===== src/rtl/lfsr_pkg.sv =====
// Shared constants for the parametrised LFSR: feedback topology codes and
// the width-4 defaults inherited from the original fixed 4-bit generator.
package lfsr_pkg;

    localparam int unsigned MODE_FIB = 0;
    localparam int unsigned MODE_GAL = 1;

    localparam int unsigned DEFAULT_WIDTH = 4;
    localparam logic [3:0]  DEFAULT_TAPS_W4 = 4'b0011;
    localparam logic [3:0]  DEFAULT_SEED_W4 = 4'b0001;

    // Saturating increment used by the period counter.
    function automatic logic [31:0] sat_inc(input logic [31:0] value, input logic [31:0] max);
        return (value >= max) ? max : value + 32'd1;
    endfunction

endpackage


===== src/rtl/lfsr_if.sv =====
// Control and observation signals of the LFSR grouped as one bundle.
// The master drives load/seed/enable; the slave (the LFSR) drives the rest.
interface lfsr_if #(
    parameter int unsigned WIDTH = 4
) ();

    logic             load;
    logic [WIDTH-1:0] seed;
    logic             enable;
    logic [WIDTH-1:0] state;
    logic             bit_out;
    logic             lockup;
    logic             period_done;
    logic [WIDTH-1:0] period_len;

    modport master (
        output load,
        output seed,
        output enable,
        input  state,
        input  bit_out,
        input  lockup,
        input  period_done,
        input  period_len
    );

    modport slave (
        input  load,
        input  seed,
        input  enable,
        output state,
        output bit_out,
        output lockup,
        output period_done,
        output period_len
    );

endinterface


===== src/rtl/lfsr_next.sv =====
// Purely combinational next-state function of the LFSR, Fibonacci or Galois
// topology selected by MODE.
module lfsr_next
    import lfsr_pkg::*;
#(
    parameter int unsigned      WIDTH = DEFAULT_WIDTH,
    parameter logic [WIDTH-1:0] TAPS  = DEFAULT_TAPS_W4,
    parameter int unsigned      MODE  = MODE_FIB
) (
    input  logic [WIDTH-1:0] state,
    output logic [WIDTH-1:0] next
);

    if (MODE == MODE_GAL) begin : g_galois
        // Bit 0 shifts out into the MSB and is XORed into every tapped lower bit.
        always_comb begin
            next = '0;
            next[WIDTH-1] = state[0];
            for (int i = 0; i < int'(WIDTH) - 1; i++) begin
                next[i] = state[i+1] ^ (TAPS[i] & state[0]);
            end
        end
    end else begin : g_fibonacci
        logic fb;

        assign fb   = ^(TAPS & state);
        assign next = {fb, state[WIDTH-1:1]};
    end

endmodule


===== src/rtl/lfsr_param.sv =====
// Parametrised seedable LFSR with step enable, lock-up flag and period measurement.
// Build option: LFSR_LOCKUP_GUARD_EN replaces a zero load seed with RESET_SEED.
module lfsr_param
    import lfsr_pkg::*;
#(
    parameter int unsigned      WIDTH      = DEFAULT_WIDTH,
    parameter logic [WIDTH-1:0] TAPS       = DEFAULT_TAPS_W4,
    parameter int unsigned      MODE       = MODE_FIB,
    parameter logic [WIDTH-1:0] RESET_SEED = DEFAULT_SEED_W4
) (
    input  logic   clk,
    input  logic   reset,
    lfsr_if.slave  bus
);

    logic [WIDTH-1:0] state_q, state_d;
    logic [WIDTH-1:0] ref_q, ref_d;
    logic [WIDTH-1:0] count_q, count_d;
    logic [WIDTH-1:0] len_q, len_d;
    logic             done_q, done_d;
    logic [WIDTH-1:0] step_next;
    logic [WIDTH-1:0] load_val;
    logic [31:0]      count_inc;

    lfsr_next #(
        .WIDTH (WIDTH),
        .TAPS  (TAPS),
        .MODE  (MODE)
    ) u_next (
        .state (state_q),
        .next  (step_next)
    );

`ifdef LFSR_LOCKUP_GUARD_EN
    // A zero seed would park the register in its all-zero fixed point.
    assign load_val = (bus.seed == '0) ? RESET_SEED : bus.seed;
`else
    assign load_val = bus.seed;
`endif

    assign count_inc = sat_inc(32'(count_q), 32'({WIDTH{1'b1}}));

    always_comb begin
        state_d = state_q;
        ref_d   = ref_q;
        count_d = count_q;
        len_d   = len_q;
        done_d  = 1'b0;
        if (bus.load) begin
            state_d = load_val;
            ref_d   = load_val;
            count_d = '0;
        end else if (bus.enable) begin
            state_d = step_next;
            if (step_next == ref_q) begin
                done_d  = 1'b1;
                len_d   = count_q + WIDTH'(1);
                count_d = '0;
            end else begin
                count_d = count_inc[WIDTH-1:0];
            end
        end
    end

    always_ff @(posedge clk or negedge reset) begin
        if (!reset) begin
            state_q <= RESET_SEED;
            ref_q   <= RESET_SEED;
            count_q <= '0;
            len_q   <= '0;
            done_q  <= 1'b0;
        end else begin
            state_q <= state_d;
            ref_q   <= ref_d;
            count_q <= count_d;
            len_q   <= len_d;
            done_q  <= done_d;
        end
    end

    assign bus.state       = state_q;
    assign bus.bit_out     = state_q[0];
    assign bus.lockup      = (state_q == '0);
    assign bus.period_done = done_q;
    assign bus.period_len  = len_q;

endmodule


===== src/flat_wrapper.sv =====
// flat-port wrapper written by rule: the top's interface ports become plain ports
module lfsr_param_flat import lfsr_pkg::*;
#(
    parameter int unsigned      WIDTH      = DEFAULT_WIDTH,
    parameter logic [WIDTH-1:0] TAPS       = DEFAULT_TAPS_W4,
    parameter int unsigned      MODE       = MODE_FIB,
    parameter logic [WIDTH-1:0] RESET_SEED = DEFAULT_SEED_W4
)
  (clk, reset, bus_load, bus_seed, bus_enable, bus_state, bus_bit_out, bus_lockup, bus_period_done, bus_period_len);
  lfsr_if #(.WIDTH(WIDTH)) bus_i ();
  input  logic clk;
  input  logic reset;
  input wire logic [$bits(bus_i.load)-1:0] bus_load;
  input wire logic [$bits(bus_i.seed)-1:0] bus_seed;
  input wire logic [$bits(bus_i.enable)-1:0] bus_enable;
  output wire logic [$bits(bus_i.state)-1:0] bus_state;
  output wire logic [$bits(bus_i.bit_out)-1:0] bus_bit_out;
  output wire logic [$bits(bus_i.lockup)-1:0] bus_lockup;
  output wire logic [$bits(bus_i.period_done)-1:0] bus_period_done;
  output wire logic [$bits(bus_i.period_len)-1:0] bus_period_len;
  assign bus_i.load = bus_load;
  assign bus_i.seed = bus_seed;
  assign bus_i.enable = bus_enable;
  assign bus_state = bus_i.state;
  assign bus_bit_out = bus_i.bit_out;
  assign bus_lockup = bus_i.lockup;
  assign bus_period_done = bus_i.period_done;
  assign bus_period_len = bus_i.period_len;
  lfsr_param #(.WIDTH(WIDTH), .TAPS(TAPS), .MODE(MODE), .RESET_SEED(RESET_SEED)) u_core (.clk(clk), .reset(reset), .bus(bus_i));
endmodule

===== config.mk =====
export PLATFORM = sky130hd
export DESIGN_NAME = lfsr_param_flat
export DESIGN_NICKNAME = d
export VERILOG_FILES = /design/src/rtl/lfsr_pkg.sv /design/src/rtl/lfsr_if.sv /design/src/rtl/lfsr_next.sv /design/src/rtl/lfsr_param.sv /design/src/flat_wrapper.sv
export SDC_FILE = /design/constraint.sdc
export NUM_CORES = 1
export LEC_CHECK = 0
export ABC_AREA = 1
export CAP_MARGIN = 40
export CORE_ASPECT_RATIO = 1.5
export CORE_MARGIN = 8
export CORE_UTILIZATION = 35
export CTS_CLUSTER_SIZE = 28
export DETAILED_ROUTE_END_ITERATION = 8
export PLACE_DENSITY = 0.65
export REMOVE_ABC_BUFFERS = 1
export SYNTH_ARGS = -nofsm -noshare
export SYNTH_HDL_FRONTEND = slang
export SYNTH_SLANG_ARGS = --single-unit

===== constraint.sdc =====
create_clock -name clk -period 2.01 [get_ports clk]
set_input_delay 0.402 -clock clk [delete_from_list [all_inputs] [get_ports clk]]
set_output_delay 0.402 -clock clk [all_outputs]
set_load 0.02 [all_outputs]

* Yosys cells after proc, flatten, opt, wreduce, memory -nomap -nowiden
Cells that the tools add are included.
** Word-level totals
- Word-level logic and storage cells :: 23
- Bits in registers :: 17
- Bits of input ports :: 8
** Operators by class
- Equal/unequal tests :: 1
- Multiplexer cells :: 9
- Order comparisons :: 1
- $add $sub $neg :: 2
- Reduce and logical (&&, ||, !) cells :: 4
- Bitwise operators :: 1
** Operator list (count)
- $mux 4 :: 6
- $add 4x1->4 const B :: 2
- $eq 4x4->1 :: 1
- $ge 4x4->1 const B :: 1
- $logic_not 4->1 :: 1
- $reduce_xor 4->1 :: 1
- $mux 1 :: 3
- $reduce_and 3->1 :: 1
- $reduce_bool 2->1 :: 1
- $not 1->1 :: 1

* Longest topological paths before layout
- Word-level depth :: 5
- Mapped depth :: 9

* Cells and area by module
From an unflattened synthesis, not the netlist that was laid out.
** Unflattened totals
- Cell total of the unflattened synthesis :: 117
- Area total of the unflattened synthesis :: 959.7 µm²
** By module, submodules not included
- lfsr_param :: area each 910.9 µm², instances 1, seq. area each 427.9 µm², cells an instance 108
- lfsr_next :: area each 48.8 µm², instances 1, seq. area each 0.0 µm², cells an instance 9

* Worst setup path after synthesis
No wires, ideal clock.
- Path type :: register to register
- From :: register u_core.state_q[0], in the netlist u_core.bus.state[0]
- To :: register u_core.len_q[3], in the netlist u_core.bus.period_len[3]
- Data arrival time :: 1.453 ns
- Required time :: 1.892 ns
- Library setup time :: 0.118 ns
- Cell stages (with the launch flop) :: 9
- Slack :: 0.439 ns
- Cells stage by stage :: dfstp_2 -> inv_1 -> ha_1 -> nand2_1 -> nand2_1 -> nor2_4 -> nand3_4 -> nand2_1 -> nand2_1
** On the way
- Longest elaborated chain between the ends :: 3
** RTL lines
- start, declared :: RTL line lfsr_param.sv:16 : logic [WIDTH-1:0] state_q, state_d;
- start signal, assigned :: RTL line lfsr_param.sv:73 : state_q <= state_d;
- $reduce_xor 4->1 :: RTL line lfsr_next.sv:26 : assign fb = ^(TAPS & state);
- $eq 4x4->1 :: RTL line lfsr_param.sv:55 : if (step_next == ref_q) begin
- $reduce_and 3->1 (no line)
- end signal, assigned :: RTL line lfsr_param.sv:76 : len_q <= len_d;
- end, declared :: RTL line lfsr_param.sv:19 : logic [WIDTH-1:0] len_q, len_d;
Every way passes these cells.
A chain may end at the register's enable or synchronous reset.

* Worst setup path in the final report
- From :: register u_core.state_q[0], in the netlist u_core.bus.state[0]
- To :: output port bus_lockup
** On the way
- Longest elaborated chain between the ends :: 1
** RTL lines
- $logic_not 4->1 :: RTL line lfsr_param.sv:83 : assign bus.lockup = (state_q == '0);
- end, declared :: RTL line flat_wrapper.sv:18 : output wire logic [$bits(bus_i.lockup)-1:0] bus_lockup;
Every way passes these cells.

==> results.py <==
metrics = {
    "status": {
        "status": "finished, final reports clean",
    },
    "worst_setup_path": {
        "r2r_end": "u_core.count_q[3]$_DFFE_PN0P_",
        "slowest_stage": "dfstp_2",
        "arrival_ns": 1.50,
        "path_cells": "inv_1 -> ha_1 -> nand2_1 -> nor2_1 -> dlygate4sd2_1",
        "crit_path_max_incr_delay_ns": 0.56,
        "critPathKind": "flip-flop to output pin",
        "rr_startpoint": "u_core.bus.state[0]$_DFFE_PN1P_",
        "rrSetupSlack_ns": 0.38,
        "required_ns": 1.61,
        "path_delay_family": "flip-flops",
        "crit_fanout": 4,
        "cp-start-kind": "flip-flop",
        "ff2ff_path_depth": 8,
        "worstSetupEndpointType": "output pin",
        "crit_buf_inv": 2,
    },
    "routing": {
        "detail_route.first_pass.iterations": 4,
        "postRouteAntennaNets": 0,
        "wl_mm": 1.92,
        "drc_errors": 0,
        "vias": 751,
        "wire_per_inst_um": 12.2,
        "drtIter0Drc": 7,
        "viasPerCell": 4.75,
    },
    "final_layout": {
        "stdcell_area_sq_mm": 0.00113,
        "final_layout_size_suffix_gt1_frac": 0.134,
        "layout.nets": 145,
        "layout_common_cells": "44 x nand2_1, 17 x clkdlybuf4s50_1, 15 x dfrtp_1, 13 x inv_1, 10 x nand3_1",
        "layout_commonest_cell": "nand2_1",
        "area_growth_syn_to_layout_pct": 24.1,
        "finalNonFillerCells": 158,
        "n_antenna_cell": 0,
    },
    "floorplanning": {
        "core_area_sq_mm": 0.00248,
        "start_util": 0.369,
        "fp.dieW_um": 57.7,
        "dieArea_sq_mm": 0.00453,
        "row_count": 22,
        "io_pins": 19,
        "die_h_um": 78.6,
    },
    "power": {
        "p_sw_frac": 0.336,
        "ir_drop_mv": 0.350,
        "power.density_mw_per_mm2": 771,
        "p_switching_uw": 294,
        "seq_power_share": 0.476,
        "p_leak_nw": 0.593,
        "p_int_uw": 580,
        "pwr-share-clk": 0.210,
        "combPwrFrac": 0.314,
    },
    "timing": {
        "rsz0062_at_grt": "no",
        "fin_setup_tns_ns": 0,
        "hold_viol": 0,
        "fmax_mhz": 525,
        "max-slew-margin-rel": 0.758,
        "finalSetupViolCount": 0,
        "fin_crit_ns": 1.90,
        "slew_violations": 0,
        "tightest_slew_ns": 0.362,
        "finalCritPeriodShare": 0.947,
        "finalWorstSetupSlack_ns": 0.107,
        "finClkSkew_ns": 0.00536,
    },
    "grt": {
        "grt_max_degree": 18,
        "grt_pass1_vias": 775,
        "overflow": 0,
        "antenna_found_initial": 0,
        "grt_util_all_layers": 0.0902,
        "grt_pass1_wl_mm": 3.25,
    },
    "clock_tree": {
        "cts.clk_slew.worst_paths_ns": 0.10,
        "worstSkewPairLatency_ns": 0.29,
        "cts_buffer_depth": 2,
        "clock-sinks": 17,
        "cts-root-buf": "clkbuf_4",
        "htreeDepth": 1,
        "cts.hold.buffers_added": 0,
        "cts_buffers": 3,
        "cts_tree": "built",
    },
    "hold_path": {
        "hold_path_class": "primary input to asynchronous set/reset pin",
    },
    "synth": {
        "synth_area_leader_cell": "dfrtp_1",
        "yosysSeqAreaShare": 0.468,
        "synth-seq-cells": 17,
        "syn_inst": 113,
        "synth_area_leaders": "dfrtp_1 41%, nand2_1 18%, dfstp_2 5.8%",
        "yosys.area.top_type_share": 0.411,
        "avgSynthCellArea_sq_um": 8.08,
        "synth_cell_types": 18,
        "yosys_warnings": 0,
        "syn-cell-area_sq_um": 913,
    },
    "place": {
        "placed_area_sq_mm": 0.00111,
        "io_buffer_count": 18,
        "dp_cells": 154,
        "dp_hpwl_mm": 1.48,
        "gp_congestion": 0.800,
        "pre_cts_ws_ns": 0.204,
    },
    "flow_run": {
        "max-cap-violations": 0,
    },
}
[per-layer routing]
layer	GRT usage	vias to the layer above	wire, um
met5	0	-	0
met3	0.0196	4	81
li1	-	390	-
met2	0.165	15	1040
met1	0.0902	342	765
met4	0.0517	0	36
[synth_stat cells, drive strengths merged]
library cell	instances
nor2	7
dfstp	2
inv	15
nand2	48
nand4	5
buf	3
dfrtp	15
ha	2
a21oi	1
o21ai	4
nand3	11
[flip-flops by register name, summed over array words and instances, names as in the netlist]
| name | cells |
|---|---|
| u_core.bus.period_done | 1 |
| u_core.bus.period_len | 4 |
| u_core.bus.state | 4 |
| u_core.count_q | 4 |
| u_core.ref_q | 4 |
[per-stage QoR]
step	utilization	hold slack, ns	total power, mW
finish	0.458	0.431	0.874
floorplan	-	0.106	0.581
global placement	0.447	0.457	0.701
detailed placement	0.447	0.457	0.704
CTS	0.458	0.434	0.891
global route	0.458	0.443	0.930
[repair_timing]
| item | 4_1_cts | 5_1_grt |
|---|---|---|
| gates resized for setup | 1 | 0 |
| buffers inserted | 0 | 0 |
| endpoints found under the setup margin | 1 | 0 |
| endpoints found under the hold margin | 0 | 0 |
[worst max-delay path by stage]
stage,start,to,slack [ns],depth (start not counted)
after global routing,u_core.bus.state[0]$_DFFE_PN1P_,bus_lockup,0.04,5
final,u_core.bus.state[0]$_DFFE_PN1P_,bus_lockup,0.11,5
after detailed placement,u_core.bus.state[0]$_DFFE_PN1P_,bus_lockup,0.20,5
after floorplan,u_core.bus.state[0]$_DFFE_PN1P_,u_core.bus.period_len[3]$_DFFE_PN0P_,0.37,8
after global placement,u_core.bus.state[0]$_DFFE_PN1P_,bus_lockup,0.20,5
after CTS,u_core.bus.state[0]$_DFFE_PN1P_,bus_lockup,0.08,5
[layout make-up]
type / count / area [sq um]
Tap cell: 24 / 30.0
Multi-Input combinational cell: 78 / 399
Timing Repair Buffer: 20 / 194
Sequential cell: 17 / 428
Fill cell: 263 / 1340
Clock buffer: 4 / 26.3
Inverter: 15 / 56.3
[cells by family after synthesis]
logic type | synth area share
and+or+nand+nor | 0.382
buffers and inverters | 0.0945
DFF | 0.468
AOI/OAI and AO/OA | 0.0274
adders and majority gates | 0.0274
[power by group through the flow]
stage	Sequential, mW	Combinational [mW]	Clock [mW]
after floorplan	0.460	0.121	0
after global placement	0.423	0.278	0
after detailed placement	0.423	0.281	0
after CTS	0.417	0.280	0.194
after global routing	0.424	0.303	0.203
final	0.416	0.274	0.184
Note: power is estimated with default switching activity, not from simulation.
